===== src/rtl/fsmc_sample_reader.sv =====
// fsmc_sample_reader: streams captured ADC samples to the MCU over the FSMC read strobe,
// one prefetched word per OE pulse, with end-of-transfer and underrun flags.
module fsmc_sample_reader #(
   parameter int DEPTH  = 10000,
   parameter int ADDR_W = 14,
   parameter int DATA_W = 12
) (
   input  logic              clk_80mhz,
   input  logic              rst,
   input  logic              start_pulse,
   input  logic              capture_done,
   output logic [ADDR_W-1:0] rd_addr,
   input  logic [DATA_W-1:0] rd_data,
   input  logic              FPGA_OE,
   output logic [15:0]       FSMC_D,
   output logic              DATA_READY,
   output logic              read_done,
   output logic              underrun_err
);
   typedef enum logic [2:0] {IDLE, PREFETCH, LOAD, ARMED, DONE} state_t;
   localparam logic [ADDR_W-1:0] LAST = ADDR_W'(DEPTH - 1);
   state_t      r_state, w_next;
   logic        r_oe_s1, r_oe_s2, r_oe_d;
   logic [15:0] r_out_word;
   logic        w_oe_fall, w_oe_rise, w_last, w_word_valid, w_consume;
   assign w_oe_fall    = r_oe_d & ~r_oe_s2;
   assign w_oe_rise    = ~r_oe_d & r_oe_s2;
   assign w_last       = rd_addr == LAST;
   assign w_word_valid = r_state == ARMED;
   assign w_consume    = w_word_valid && w_oe_rise;
   assign DATA_READY   = w_word_valid;
   // Raw pin gate: the MCU samples the bus directly while OE is low
   assign FSMC_D       = (!FPGA_OE && w_word_valid) ? r_out_word : 16'h0000;
   always_comb begin
      w_next = r_state;
      if (start_pulse) w_next = IDLE;
      else
         case (r_state)
            IDLE:     w_next = capture_done ? PREFETCH : IDLE;
            PREFETCH: w_next = LOAD;
            LOAD:     w_next = ARMED;
            ARMED:    w_next = w_oe_rise ? (w_last ? DONE : PREFETCH) : ARMED;
            DONE:     w_next = DONE;
            default:  w_next = IDLE;
         endcase
   end
   always_ff @(posedge clk_80mhz or posedge rst) begin
      if (rst) begin
         r_state      <= IDLE;
         r_oe_s1      <= 1'b1;
         r_oe_s2      <= 1'b1;
         r_oe_d       <= 1'b1;
         r_out_word   <= '0;
         rd_addr      <= '0;
         read_done    <= 1'b0;
         underrun_err <= 1'b0;
      end else begin
         r_state <= w_next;
         r_oe_s1 <= FPGA_OE;
         r_oe_s2 <= r_oe_s1;
         r_oe_d  <= r_oe_s2;
         // LOAD is the first cycle where rd_data reflects the advanced address
         if (r_state == LOAD) r_out_word <= {w_last, 15'(rd_data)};
         if (start_pulse) begin
            rd_addr      <= '0;
            read_done    <= 1'b0;
            underrun_err <= 1'b0;
         end else begin
            if (w_consume && !w_last) rd_addr <= rd_addr + 1'b1;
            if (w_consume && w_last) read_done <= 1'b1;
            if (w_oe_fall && !w_word_valid) underrun_err <= 1'b1;
         end
      end
   end
endmodule

===== config.mk =====
export PLATFORM = sky130hd
export DESIGN_NAME = fsmc_sample_reader
export DESIGN_NICKNAME = d
export VERILOG_FILES = /design/src/rtl/fsmc_sample_reader.sv
export SDC_FILE = /design/constraint.sdc
export NUM_CORES = 1
export LEC_CHECK = 0
export CORE_MARGIN = 4
export CORE_UTILIZATION = 47
export CTS_CLUSTER_DIAMETER = 200
export DETAILED_ROUTE_END_ITERATION = 7
export PLACE_DENSITY = 0.76
export SYNTH_ARGS = -nofsm -noshare
export SYNTH_HDL_FRONTEND = slang
export SYNTH_SLANG_ARGS = --single-unit

===== constraint.sdc =====
create_clock -name clk_80mhz -period 2 [get_ports clk_80mhz]
set_input_delay 0.2 -clock clk_80mhz [delete_from_list [all_inputs] [get_ports clk_80mhz]]
set_output_delay 0.2 -clock clk_80mhz [all_outputs]
set_load 0.005 [all_outputs]

==> results of run 1 <==
==> state kept, by name (all words and copies together), names as in the netlist <==
| signal | cells |
|---|---|
| r_oe_d | 1 |
| r_oe_s1 | 1 |
| r_oe_s2 | 1 |
| r_out_word | 13 |
| r_state | 3 |
| rd_addr | 14 |
| read_done | 1 |
| underrun_err | 1 |
==> metrics by stage <==
stage	std cells	cell area, um^2	hold WS (ps)	total power, W
after detailed placement	257	2340	355	0.00107
final	269	2500	330	0.00154
after floorplan	160	1770	204	0.000976
after CTS	268	2450	345	0.00156
after global routing	269	2500	371	0.00162
after global placement	257	2340	347	0.00105
==> critical path, delay by kind of cell (launching register included) <==
kind          cells  cell delay, ps
buf+inv           2             620
simple gates      3             410
flops             1             420
==> cells in the mapped netlist, drive strengths merged (2+ instances only) <==
| library cell | count |
|---|---|
| a31oi | 2 |
| a21oi | 11 |
| nor4 | 2 |
| buf | 6 |
| nor2 | 11 |
| or4 | 7 |
| nand2 | 3 |
| nor2b | 3 |
| nand3 | 6 |
| dfstp | 3 |
| o21ai | 4 |
| nor3 | 3 |
| nand4 | 3 |
| clkbuf | 2 |
| o31ai | 6 |
| inv | 5 |
| mux2 | 15 |
| and2 | 13 |
| nand3b | 2 |
| and4 | 2 |
| dfrtp | 32 |
| or3 | 4 |
==> kinds of logic (layout without fill, tap and decap cells) <==
group,Yosys count,in the layout,synth area share [%]
XOR/XNOR,2,2,0.995
AO/OA/AOI/OAI,27,27,10.4
multiplexers,15,15,9.81
other,1,3,0.213
flip-flops,35,35,50.0
buffers and inverters,13,76,3.91
AND/OR/NAND/NOR,64,64,24.0
adder cells (fa/ha/maj),1,1,0.711
==> final cells by class <==
cell class / count / area [um^2] / area share, %
Clock buffer: 8 / 80.1 / 3.21
Inverter: 5 / 18.8 / 0.752
Multi-Input combinational cell: 112 / 832 / 33.3
Sequential cell: 35 / 883 / 35.4
Tap cell: 46 / 57.6 / 2.30
Timing Repair Buffer: 63 / 626 / 25.1
==> path summary, 6_finish.rpt <==
kind | from | to | slack [ps] | cells past startpoint
setup / recovery | r_state[2]$_DFF_PP0_ | FSMC_D[7] | 80 | 5
hold / removal | rst | underrun_err$_DFFE_PP0P_ | 330 | 3
setup reg to reg | rd_addr[0]$_DFFE_PP0P_ | rd_addr[2]$_DFFE_PP0P_ | 140 | 6
hold reg to reg | r_oe_s1$_DFF_PP1_ | r_oe_s2$_DFF_PP1_ | 360 | 0
max in group asynchronous | rst | r_state[0]$_DFF_PP0_ | 1320 | 3
min in group clk_80mhz | r_oe_s1$_DFF_PP1_ | r_oe_s2$_DFF_PP1_ | 360 | 0
==> power by group <==
group          switching (W)  internal [W]
clock               0.000237      0.000247
sequential         0.0000490      0.000802
combinational      0.0000761      0.000127
total               0.000362       0.00118
==> metal layers <==
| metal | global-route usage, % | share of wire [%] | up-vias |
|---|---|---|---|
| met4 | 4.99 | 0.70 | 0 |
| met3 | 7.39 | 7.3 | 4 |
| li1 | - | - | 694 |
| met2 | 31.9 | 52 | 44 |
| met1 | 20.4 | 40 | 730 |
| met5 | 0 | 0 | - |
==> repair_timing <==
item | 4_1_cts | 5_1_grt
cloned | 1 | 0
buffers inserted | 2 | 1
endpoints found under the setup margin | 13 | 12
pin swaps | 0 | 1
resized for setup | 6 | 15
==> run metrics, run 1 <==
share of layout cells above drive strength 1=roughly 27%; final worst slack=approximately 76 ps; synth top area cells=dfrtp_1, mux2_2, and2_1; Synth area leader=dfrtp_1; # IOs=50; worst vdd ir=0.520 mV; clock sink total=35; LEAKAGE=1.23 nW; Slowest Stage Delay on Critical Path=~500 ps; Hold/Removal Path Class=in -> async; synth warn=0; DRC=0; nets=240; Post-synth EDFFs=0; CTS buffer count=5; ant diodes=0; Worst-path clk slew=around 70 ps; Hold Violations, Final=0; Clock Path Buffers=2; port bufs=46; number of global-route vias before repair=approximately 1600; DR WL/cell=15.4 um; drt pass-1 iters=4; worst slew pin tran=565 ps; Tmin final=roughly 1900 ps; global-route wire length before repair=between 7000 and 8000 um; Mapped Cells=about 160; pre-CTS WS=roughly 160 ps; Final Util=between 70% and 80%; Detailed Route Iter0 Violations=~100; asr flop ratio synth=100%; Max-Cap Viols=0; RD Place Congestion=approximately 0.90; Initial Util=just over 50%; global-route usage over all layers=between 10% and 20%; Final Slew Violations=0; die width=~69 um; Die ar.=approximately 4800 um^2; Pwr Density=around 620 nW/um^2; skew final=7.12 ps; CP endpoint kind=primary output; Post-DRT Antenna Nets=0; status=finished clean; Post-Route WL=4150 um; H-tree Lvls=2; DR vias/cell=about 5.5; Via Count=1472; initial antenna violation count=0; Yosys cell types=a little under 50; Chip Height=69.2 um; slowest CP cell=clkdlybuf4s50_1; hold_buf cts=0; fin crit share=96.2%; Achievable Freq=approximately 520 MHz; Slew HR=62.2%; largest net degree at the start of global routing=36; Root Buffer=clkbuf_8; FF+latch count, synth=35; # fillers=approximately 270; Primary FF master, synth=dfrtp_1; total grt overflow=0; setup_tns=0 ps; DPL Wire Length=just under 3000 um; crit start category=register; sequential fraction of the synthesis area=about 50%; P&R area growth vs syn=41.9%; Syn Std Cell Area=approximately 1800 um^2; largest fanout on the critical path=6; syn avg cell area=roughly 11 um^2; worst path cell trace=nand3b_4, nor2_4, buf_6, and2_1, clkdlybuf4s50_1; core outline area=about 3500 um^2; TritonCTS clock tree=built; commonest non-fill, non-tap cell in the layout=clkdlybuf4s50_1; clock latency on the worst-skew pair=~280 ps; RSZ-0062 raised after global routing=no; CP Data Required Time=about 1800 ps; commonest non-fill, non-tap cells in the layout=clkdlybuf4s50_1, dfrtp_1, buf_4; Arrival @ worst endpoint=1720 ps; # setup viols final=0; critical path class=reg -> out; Synth top area share=between 40% and 50%; Std-Cell Rows=21
Power figures use the tool's default switching activity.
==> inputs of run 2 (changes only) <==
- ABC_CLOCK_PERIOD_IN_PS: default -> 2000
- CAP_MARGIN: default -> 10
==> results of run 2 <==
Same layout as run 1: the final DEF is identical, and so are final timing and power.
==> inputs of run 3 (changes only) <==
- CTS_CLUSTER_SIZE: default -> 8
==> results of run 3 <==
Same layout as run 1: the final DEF is identical, and so are final timing and power.
